[config.mk]
export PLATFORM = sky130hd
export DESIGN_NAME = commit_unit
export DESIGN_NICKNAME = d
export VERILOG_FILES = /design/src/rtl/commit_pkg.sv /design/src/rtl/commit_unit_rob_fifo.sv /design/src/rtl/commit_unit.sv
export SDC_FILE = /design/constraint.sdc
export NUM_CORES = 1
export LEC_CHECK = 0
export BUFFER_PORTS_ARGS = -buffer_cell sky130_fd_sc_hd__buf_2
export CAP_MARGIN = 20
export CORE_AREA = 3 3 207 209
export DETAILED_ROUTE_END_ITERATION = 8
export DIE_AREA = 0 0 210 212
export GPL_TIMING_DRIVEN = 1
export PLACE_DENSITY = 0.42
export REMOVE_ABC_BUFFERS = 1
export SYNTH_ARGS = -nofsm -noshare
export SYNTH_HDL_FRONTEND = slang
export SYNTH_SLANG_ARGS = --single-unit
export TNS_END_PERCENT = 10
[constraint.sdc]
create_clock -name CLK -period 10.3 [get_ports CLK]
set_input_delay 0 -clock CLK [delete_from_list [all_inputs] [get_ports CLK]]
set_output_delay 0 -clock CLK [all_outputs]
set_load 0.05 [all_outputs]
[src/rtl/commit_pkg.sv]
// Shared definitions for the commit unit: register-file geometry, ROB entry
// layout, FSM state encoding and a bit-index helper for the per-slot masks.
package commit_pkg;

    // Physical copies per architectural register and the slot-index width
    localparam int COMMIT_RP = 4;
    localparam int COMMIT_RB = 2;

    // One reorder-buffer entry: destination, renamed slot, exception flag
    typedef struct packed {
        logic [4:0]           rd;
        logic [COMMIT_RB-1:0] rdp;
        logic                 except;
    } rob_entry_t;

    // Commit FSM: normal retirement, one-cycle flush, post-flush dispatch block
    typedef enum logic [1:0] {
        ST_RUN   = 2'd0,
        ST_FLUSH = 2'd1,
        ST_HOLD  = 2'd2
    } commit_state_e;

    // Flat bit position of (register, slot) in the RP-bits-per-register vectors
    function automatic int slot_bit_idx(input int rp, input int rd, input int slot);
        return (rp * rd) + slot;
    endfunction

endpackage

[src/rtl/commit_unit_rob_fifo.sv]
// Circular reorder buffer: entry storage plus head/tail pointers that carry
// one extra wrap bit so that full and empty can be told apart.
module rob_fifo
    import commit_pkg::*;
#(
    parameter int DEPTH = 8
) (
    input  logic       clk,
    input  logic       rst,
    input  logic       push,
    input  rob_entry_t push_data,
    input  logic       pop,
    input  logic       clear,
    output logic       full,
    output logic       empty,
    output rob_entry_t head_data
);

    localparam int AW = $clog2(DEPTH);
    localparam int PW = AW + 1;

    logic [PW-1:0] head_q, head_d;
    logic [PW-1:0] tail_q, tail_d;
    rob_entry_t    mem_q [DEPTH];
    rob_entry_t    mem_d [DEPTH];

    assign empty     = (head_q == tail_q);
    assign full      = (head_q[AW-1:0] == tail_q[AW-1:0]) && (head_q[AW] != tail_q[AW]);
    assign head_data = mem_q[head_q[AW-1:0]];

    // Next pointer/storage state: clear wins over push and pop
    always_comb begin
        mem_d  = mem_q;
        head_d = head_q;
        tail_d = tail_q;
        if (clear) begin
            head_d = '0;
            tail_d = '0;
        end else begin
            if (push && !full) begin
                mem_d[tail_q[AW-1:0]] = push_data;
                tail_d                = tail_q + PW'(1'b1);
            end else begin
                tail_d = tail_q;
            end
            if (pop && !empty) begin
                head_d = head_q + PW'(1'b1);
            end else begin
                head_d = head_q;
            end
        end
    end

    // Pointer and storage registers with synchronous reset
    always_ff @(posedge clk) begin
        if (rst) begin
            head_q <= '0;
            tail_q <= '0;
            for (int i = 0; i < DEPTH; i++) begin
                mem_q[i] <= '0;
            end
        end else begin
            head_q <= head_d;
            tail_q <= tail_d;
            mem_q  <= mem_d;
        end
    end

endmodule

[src/rtl/commit_unit.sv]
// In-order commit stage: retires the ROB head once its writeback is logged,
// updates the committed slot map, frees the previous physical slot, and
// flushes the pipeline when the head carries an exception.
// Optional build macro COMMIT_PERF_CNT_EN adds retire/flush event counters.
module commit_unit
    import commit_pkg::*;
#(
    parameter int RP         = COMMIT_RP,
    parameter int RB         = COMMIT_RB,
    parameter int ROB_DEPTH  = 8,
    parameter int FLUSH_HOLD = 2
) (
    input  logic            CLK,
    input  logic            RST,
    input  logic            rob_push_valid,
    output logic            rob_push_ready,
    input  logic [4:0]      rob_push_rd,
    input  logic [RB-1:0]   rob_push_rdp,
    input  logic            rob_push_except,
    input  logic [32*RP-1:0] wbLog_qout,
    input  logic [RB*32-1:0] archi_X_qout,
    output logic [RB*32-1:0] archi_X_dnxt,
    output logic [32*RP-1:0] rnBufU_commit_rst,
    output logic [32*RP-1:0] wbLog_commit_rst,
    output logic            flush,
    output logic            commit_valid,
    output logic [4:0]      commit_rd
`ifdef COMMIT_PERF_CNT_EN
    ,
    output logic [63:0]     perf_retired,
    output logic [63:0]     perf_flush
`endif
);

    localparam int HCW = (FLUSH_HOLD > 1) ? $clog2(FLUSH_HOLD) : 1;
    localparam int IW  = $clog2(32 * RP);

    commit_state_e  state_q, state_d;
    logic [HCW-1:0] hold_cnt_q, hold_cnt_d;

    rob_entry_t    head_s;
    rob_entry_t    push_entry_s;
    logic          full_s;
    logic          empty_s;
    logic          run_s;
    logic          head_ready_s;
    logic          retire_s;
    logic          flush_start_s;
    logic [RB-1:0] prev_slot_s;
    logic [IW-1:0] wb_idx_s;
    logic [IW-1:0] free_idx_s;

    assign run_s        = (state_q == ST_RUN);
    assign push_entry_s = '{rd: rob_push_rd, rdp: rob_push_rdp, except: rob_push_except};

    rob_fifo #(
        .DEPTH (ROB_DEPTH)
    ) u_rob (
        .clk       (CLK),
        .rst       (RST),
        .push      (rob_push_valid && rob_push_ready),
        .push_data (push_entry_s),
        .pop       (retire_s),
        .clear     (state_q == ST_FLUSH),
        .full      (full_s),
        .empty     (empty_s),
        .head_data (head_s)
    );

    // Head readiness and the retire / flush decision for this cycle
    always_comb begin
        prev_slot_s   = archi_X_qout[RB*int'(head_s.rd) +: RB];
        wb_idx_s      = IW'(slot_bit_idx(RP, int'(head_s.rd), int'(head_s.rdp)));
        free_idx_s    = IW'(slot_bit_idx(RP, int'(head_s.rd), int'(prev_slot_s)));
        head_ready_s  = !empty_s && ((head_s.rd == 5'd0) || wbLog_qout[wb_idx_s]);
        retire_s      = run_s && !RST && head_ready_s && !head_s.except;
        flush_start_s = run_s && !RST && head_ready_s && head_s.except;
    end

    // Retirement outputs: slot-map update and one-hot free masks
    always_comb begin
        archi_X_dnxt      = archi_X_qout;
        rnBufU_commit_rst = '0;
        wbLog_commit_rst  = '0;
        commit_valid      = retire_s;
        commit_rd         = 5'd0;
        if (retire_s) begin
            commit_rd = head_s.rd;
            if (head_s.rd != 5'd0) begin
                archi_X_dnxt[RB*int'(head_s.rd) +: RB] = head_s.rdp;
                rnBufU_commit_rst[free_idx_s]          = 1'b1;
                wbLog_commit_rst[free_idx_s]           = 1'b1;
            end else begin
                commit_rd = 5'd0;
            end
        end else begin
            commit_rd = 5'd0;
        end
    end

    assign rob_push_ready = run_s && !full_s && !RST;
    assign flush          = (state_q == ST_FLUSH);

    // FSM next state: RUN -> FLUSH on excepting head, FLUSH -> HOLD -> RUN
    always_comb begin
        state_d    = state_q;
        hold_cnt_d = hold_cnt_q;
        case (state_q)
            ST_RUN: begin
                if (flush_start_s) begin
                    state_d = ST_FLUSH;
                end else begin
                    state_d = ST_RUN;
                end
            end
            ST_FLUSH: begin
                hold_cnt_d = '0;
                if (FLUSH_HOLD == 0) begin
                    state_d = ST_RUN;
                end else begin
                    state_d = ST_HOLD;
                end
            end
            ST_HOLD: begin
                if (hold_cnt_q == HCW'(FLUSH_HOLD - 1)) begin
                    state_d    = ST_RUN;
                    hold_cnt_d = '0;
                end else begin
                    hold_cnt_d = hold_cnt_q + HCW'(1'b1);
                end
            end
            default: begin
                state_d    = ST_RUN;
                hold_cnt_d = '0;
            end
        endcase
    end

    // FSM state and hold counter registers
    always_ff @(posedge CLK) begin
        if (RST) begin
            state_q    <= ST_RUN;
            hold_cnt_q <= '0;
        end else begin
            state_q    <= state_d;
            hold_cnt_q <= hold_cnt_d;
        end
    end

`ifdef COMMIT_PERF_CNT_EN
    logic [63:0] perf_retired_q, perf_retired_d;
    logic [63:0] perf_flush_q, perf_flush_d;

    // Event counter increments, wrapping naturally at 2^64
    always_comb begin
        perf_retired_d = perf_retired_q;
        perf_flush_d   = perf_flush_q;
        if (commit_valid) begin
            perf_retired_d = perf_retired_q + 64'd1;
        end else begin
            perf_retired_d = perf_retired_q;
        end
        if (flush) begin
            perf_flush_d = perf_flush_q + 64'd1;
        end else begin
            perf_flush_d = perf_flush_q;
        end
    end

    // Event counter registers
    always_ff @(posedge CLK) begin
        if (RST) begin
            perf_retired_q <= 64'd0;
            perf_flush_q   <= 64'd0;
        end else begin
            perf_retired_q <= perf_retired_d;
            perf_flush_q   <= perf_flush_d;
        end
    end

    assign perf_retired = perf_retired_q;
    assign perf_flush   = perf_flush_q;
`endif

endmodule
# ---- After elaboration in Yosys (flattened, before gate mapping)
# Cells that the tools add are included.
dict set report word_totals {
  regBits 75
  output_inout_bits 328
  wordCells 97
}
dict set report op_classes {
  addsub 6
  n_lt_le_gt_ge 6
  n_eq_ne 6
  shift 3
  n_mux 22
  bitwise_logic 3
  reduce_logical 23
}
# operator n
set ops {}
lappend ops {{$mux W128} 2}
lappend ops {{$bwmux W64} 2}
lappend ops {{$mux W64} 2}
lappend ops {{$shift A2 B33 Y64 const A} 1}
lappend ops {{$shiftx A2 B33 Y64} 1}
lappend ops {{$shiftx A64 B7 Y2} 1}
lappend ops {{$neg A6 Y33} 1}
lappend ops {{$bmux W8 S3} 1}
lappend ops {{$demux W8 S3} 1}
lappend ops {{$mux W8} 3}
lappend ops {{$lt A7 B8 Y1 const B} 2}
lappend ops {{$add A7 B2 Y7} 2}
lappend ops {{$logic_and A1 B1 Y1} 13}
lappend ops {{$mux W5} 2}
lappend ops {{$add A4 B1 Y4 const B} 2}
lappend ops {{$ge A4 B4 Y1 const B} 2}
lappend ops {{$not A3 Y4} 2}
lappend ops {{$bmux W1 S7} 1}
lappend ops {{$demux W1 S7} 1}
lappend ops {{$ge A7 B1 Y1 const B} 1}
lappend ops {{$pmux W2 S3} 1}
lappend ops {{$logic_not A5 Y1} 1}
lappend ops {{$reduce_bool A5 Y1} 1}
lappend ops {{$eq A4 B4 Y1} 1}
lappend ops {{16 further kinds} 22}

# ---- Depth between registers and ports, before layout
dict set report logic_depth {
  depth_word 13
  ltp_mapped 20
  depth_no_buf 10
}

# ---- Cells and area by module
# A second synthesis with hierarchy kept.
dict set report unflattened {
  cells_unflattened 1014
  hier_area_um2 8607.0
}
# mod n_inst cells_each area_each_um2 seq_area_each_um2
set by_module_without_submodules {}
lappend by_module_without_submodules {commit_unit 1 697 5018.6 60.1}
lappend by_module_without_submodules {rob_fifo 1 317 3588.4 1441.4}

# ---- Worst setup path after synthesis
# No wires, ideal clock.
dict set report synth_timing {
  kind {register to output}
  from {reg u_rob.head_q[0]}
  to {out wbLog_commit_rst[63]}
  arrival_time_ns 4.768
  t_required_ns 10.300
  slack_ns 5.532
  stages_incl_launch_ff 18
  cell_sequence {dfxtp_1 buf_6 buf_12 mux4_2 mux2i_4 clkbuf_1 clkbuf_1 ha_1 and3_1 ha_1 a21oi_1 a31oi_1 buf_2 or3b_1 clkbuf_2 buf_4 nor2_1 buf_4}
}
dict set report synth_via {
  elab_chain_len 12
  word_cells_on_any_way 25
  cone_classes {2 x add/sub; 2 x order compare; 1 x eq/ne; 1 x shift; 9 x mux; 1 x bitwise; 9 x reduce/logical}
}
# element line
set synth_rtl {}
lappend synth_rtl {{start: declaration} commit_unit_rob_fifo.sv:22} ;# logic [PW-1:0] head_q, head_d;
lappend synth_rtl {{start signal: assignment} commit_unit_rob_fifo.sv:57} ;# head_q <= '0;
lappend synth_rtl {{start signal: assignment} commit_unit_rob_fifo.sv:63} ;# head_q <= head_d;
lappend synth_rtl {{$not A3 Y4 (not written as such)} commit_unit_rob_fifo.sv:29} ;# assign head_data = mem_q[head_q[AW-1:0]];
lappend synth_rtl {{$bmux W8 S3} commit_unit_rob_fifo.sv:29}
lappend synth_rtl {{$mux W8 (not written as such) (2 in series)} commit_unit_rob_fifo.sv:29}
lappend synth_rtl {{$shiftx A64 B7 Y2 / $add A7 B2 Y7 (equally long branches)} {commit_unit.sv:72, commit_pkg.sv:25}}
lappend synth_rtl {{$add A7 B2 Y7 / $bmux W1 S7 (equally long branches)} {commit_pkg.sv:25, commit_unit.sv:75}}
lappend synth_rtl {{$lt A7 B8 Y1 (tied with other cells)} -}
lappend synth_rtl {{$logic_and A1 B1 Y1 / $logic_or A1 B1 Y1 (equally long branches)} -}
lappend synth_rtl {{$mux W1 / $logic_and A1 B1 Y1 (equally long branches)} -}
lappend synth_rtl {{$demux W1 S7 / $logic_and A1 B1 Y1 (equally long branches)} -}
lappend synth_rtl {{$mux W128 / $logic_and A1 B1 Y1 (equally long branches)} -}
lappend synth_rtl {{$mux W128 *} -}
lappend synth_rtl {{end: declaration} commit_unit.sv:24} ;# output logic [32*RP-1:0] wbLog_commit_rst,
# Every way passes the cells marked *; elsewhere a longest branch is shown, timed or not. The select of a mux whose other input is x is not followed.

# ---- Final worst setup path
dict set report layout_timing {
  from {reg u_rob.head_q[0]}
  to {out wbLog_commit_rst[83]}
}
dict set report layout_via {
  elab_chain_len 12
  word_cells_on_any_way 25
  cone_classes {2 x add/sub; 2 x order compare; 1 x eq/ne; 1 x shift; 9 x mux; 1 x bitwise; 9 x reduce/logical}
}
# element line
set layout_rtl {}
lappend layout_rtl {{$not A3 Y4 (not written as such)} commit_unit_rob_fifo.sv:29}
lappend layout_rtl {{$bmux W8 S3} commit_unit_rob_fifo.sv:29}
lappend layout_rtl {{$mux W8 (not written as such) (2 in series)} commit_unit_rob_fifo.sv:29}
lappend layout_rtl {{$shiftx A64 B7 Y2 / $add A7 B2 Y7 (equally long branches)} {commit_unit.sv:72, commit_pkg.sv:25}}
lappend layout_rtl {{$add A7 B2 Y7 / $bmux W1 S7 (equally long branches)} {commit_pkg.sv:25, commit_unit.sv:75}}
lappend layout_rtl {{$lt A7 B8 Y1 (not written as such) (tied with other cells)} commit_unit.sv:92} ;# wbLog_commit_rst[free_idx_s] = 1'b1;
lappend layout_rtl {{$logic_and A1 B1 Y1 (not written as such) / $logic_or A1 B1 Y1 (equally long branches)} {commit_unit.sv:92, commit_unit.sv:75}}
lappend layout_rtl {{$mux W1 (not written as such) / $logic_and A1 B1 Y1 (equally long branches)} {commit_unit.sv:92, commit_unit.sv:75}}
lappend layout_rtl {{$demux W1 S7 / $logic_and A1 B1 Y1 (equally long branches)} {commit_unit.sv:92, commit_unit.sv:76}}
lappend layout_rtl {{$mux W128 / $logic_and A1 B1 Y1 (equally long branches)} {commit_unit.sv:89, commit_unit.sv:76}}
lappend layout_rtl {{$mux W128 *} commit_unit.sv:87} ;# if (retire_s) begin
# Marks and branches as above.

==> impl_metrics.tcl <==
set metrics [dict create \
    status "completed" \
    cts_resized 0 \
    power_mw 1.05 \
    synth-seq-cells 75 \
    fin_area_um2 11000 \
    synth.distinct_cells 60 \
    final_nets 1625 \
    die_area_um2 44500 \
    setup_viol 0 \
    post_dp_cell_area_um2 10700 \
    postSynthAreaPerCell_um2 8.07 \
    synthCells 1066 \
    relSlewSlack 0.318 \
    drtIter0Drc 599 \
    gr-total-overflow 0 \
    detail-route-antenna-nets 0 \
    path_clk_slew_ns 0.06 \
    numClockSinks 75 \
    p_leak_nw 5.80 \
    crit_fanout 29 \
    die_w_um 210 \
    tritoncts "built" \
    synthTopCellsByArea "dfxtp_1 (17%), mux2i_1 (17%), buf_4 (12%)" \
    cp_cell_sequence "buf_4 -> mux4_2 -> mux2i_4 -> inv_2 -> a21oi_1 -> a22oi_1 -> a41oi_1 -> a21oi_1 -> a31oi_2 -> buf_4 -> or4b_1 -> nor2_1 -> buf_2" \
    hold_path.class "primary input to flip-flop" \
    netlist_area_um2 8600 \
    yosysWarningCount 0 \
    viasPerCell 4.73 \
    slew_violations 0 \
    endpoint_kind "output pin" \
    rsz0062_at_grt "no" \
    die_h_um 212 \
    critPathTopFamily "compound AO/OA/AOI/OAI gates" \
    worst_pin_slew_ns 1.02 \
    grt_pass1_vias 9025 \
    layout-drive-gt1-share 0.470 \
    setup_tns_ns 0 \
    cts-htree-levels 3 \
    cpMaxStageDelayCell "a21oi_1" \
    cellPowerDensity_nw_per_um2 95.6 \
    synth_area_leader_cell "dfxtp_1" \
    critPathArrivalTime_ns 6.50 \
    yosys.area.top_type_share 0.175 \
    grt_max_degree 70 \
    worst-path-buf-inv 4 \
    path_class "flip-flop to output pin" \
    hold_buffers 0 \
    layout_common_cells "buf_2 (530), nor2_1 (237), mux2i_1 (144)" \
    numPortBuffers 530 \
    maxCapViolations 0 \
    wirelength_um 45400 \
    core_area_um2 41000 \
    period_share 0.631 \
    worstPathRequired_ns 10.30 \
    place_hpwl_um 37100 \
    start_util 0.210 \
    clock_path_buffers 2 \
    cts_buffers 9 \
    fmax_mhz 154 \
    rows 74 \
    grt_pass1_wl_um 62800 \
    io_pins 531 \
    yosysSeqAreaShare 0.175 \
    antenna_found_initial 4 \
    fin_crit_ns 6.50 \
    routabilityCongestion 0.936 \
    grt.total_usage 0.190 \
    root_buffer "clkbuf_16" \
    mostFrequentLayoutCell "buf_2" \
    drt-wirelength-per-cell_um 23.2 \
    clkLatencyLatePin_ns 0.33 \
    drc_errors 0 \
    hold_violations 0 \
    fin_skew_ns 0.00609 \
    vias 9234 \
    dr.pass1.iters 6 \
    slowest_delay_ns 0.78 \
    cp-start-kind "flip-flop" \
    synthArstFlopShare 0 \
    ir_drop_v 0.0000876 \
    synth_ff_type "dfxtp_1" \
    synth_edf_count 0 \
    area_growth_pct 27.6 \
    post_cts_buffers 0 \
]
## synth_stat cells (4+ instances only)
library cell / n
buf_2: 20
o21ai_0: 4
nor3_1: 10
nand2_1: 73
nand3_1: 36
dfxtp_1: 75
nand3b_1: 7
a22oi_1: 10
mux2i_1: 146
xor2_1: 7
a211oi_1: 13
nand2b_1: 10
a21oi_1: 13
nor2b_1: 15
buf_4: 136
ha_1: 7
mux4_2: 30
and2_1: 7
a221oi_1: 11
nor2_1: 237
and3_1: 10
nor3b_1: 9
xnor2_1: 5
clkbuf_1: 38
inv_1: 9
mux2_2: 66
## final cells by class
type | instances | area [um^2]
fill | 4559 | 30000
tap | 532 | 666
clock inverter | 2 | 60.1
inverter | 11 | 41.3
antenna | 1 | 2.50
clock buffer | 14 | 244
multi-input combinational | 774 | 5700
sequential | 75 | 1500
timing repair buffer | 544 | 2760
## logic make-up (layout without fill, tap and decap cells)
| kind of cell | Yosys count | after routing | share of synthesized area |
|---|---|---|---|
| simple gates | 434 | 434 | 0.226 |
| buf+inv | 217 | 571 | 0.165 |
| compound gates | 75 | 75 | 0.0650 |
| xor+xnor | 12 | 12 | 0.0122 |
| mux | 246 | 246 | 0.346 |
| flops | 75 | 75 | 0.175 |
| other cells | 0 | 1 | 0 |
| fa+ha+maj | 7 | 7 | 0.0102 |
## metal layers
metal  GRT usage  wire length (um)  vias to the layer above
li1            -                 -                     4298
met3      0.0251              2300                       59
met4      0.0681              1740                        4
met2       0.337             22600                      384
met5           0                25                        -
met1       0.238             18700                     4489
## sequential cells by signal, summed over array words and instances (netlist names)
signal        count
u_rob.mem_q      64
u_rob.head_q      4
u_rob.tail_q      4
state_q           2
hold_cnt_q        1
## worst min-delay path, cell delays in order
cell and delay, ns:
buf_2 0.16, mux2i_1 0.09, nor2_1 0.07
## through the flow
step           std cells  worst slack (ns)  hold slack, ns  utilization
3_3_place_gp        1936              4.32           0.325        0.260
5_1_grt             1952              3.35          0.0523        0.267
3_5_place_dp        1936              4.12           0.326        0.260
4_1_cts             1952              3.75          0.0222        0.267
6_report            1953              3.80          0.0298        0.267
2_1_floorplan        860              2.17               0            -
## final timing paths
check,cells past startpoint,endpoint,startpoint,slack (ns)
max,13,wbLog_commit_rst[83],u_rob.head_q[0]$_SDFFE_PP0P_,3.80
min,3,u_rob.mem_q[7]$_SDFFE_PP0P_,rob_push_rd[4],0.03
max reg2reg,9,state_q[0]$_SDFFE_PP0N_,u_rob.head_q[0]$_SDFFE_PP0P_,5.39
min reg2reg,1,hold_cnt_q$_SDFFE_PP0N_,state_q[0]$_SDFFE_PP0N_,0.47
## report_power, final
| part | internal, mW | switching, mW | total (mW) |
|---|---|---|---|
| logic | 0.142 | 0.276 | 0.418 |
| registers | 0.295 | 0.00813 | 0.303 |
| clock network | 0.213 | 0.115 | 0.327 |
(Power assumes the default switching activity.)
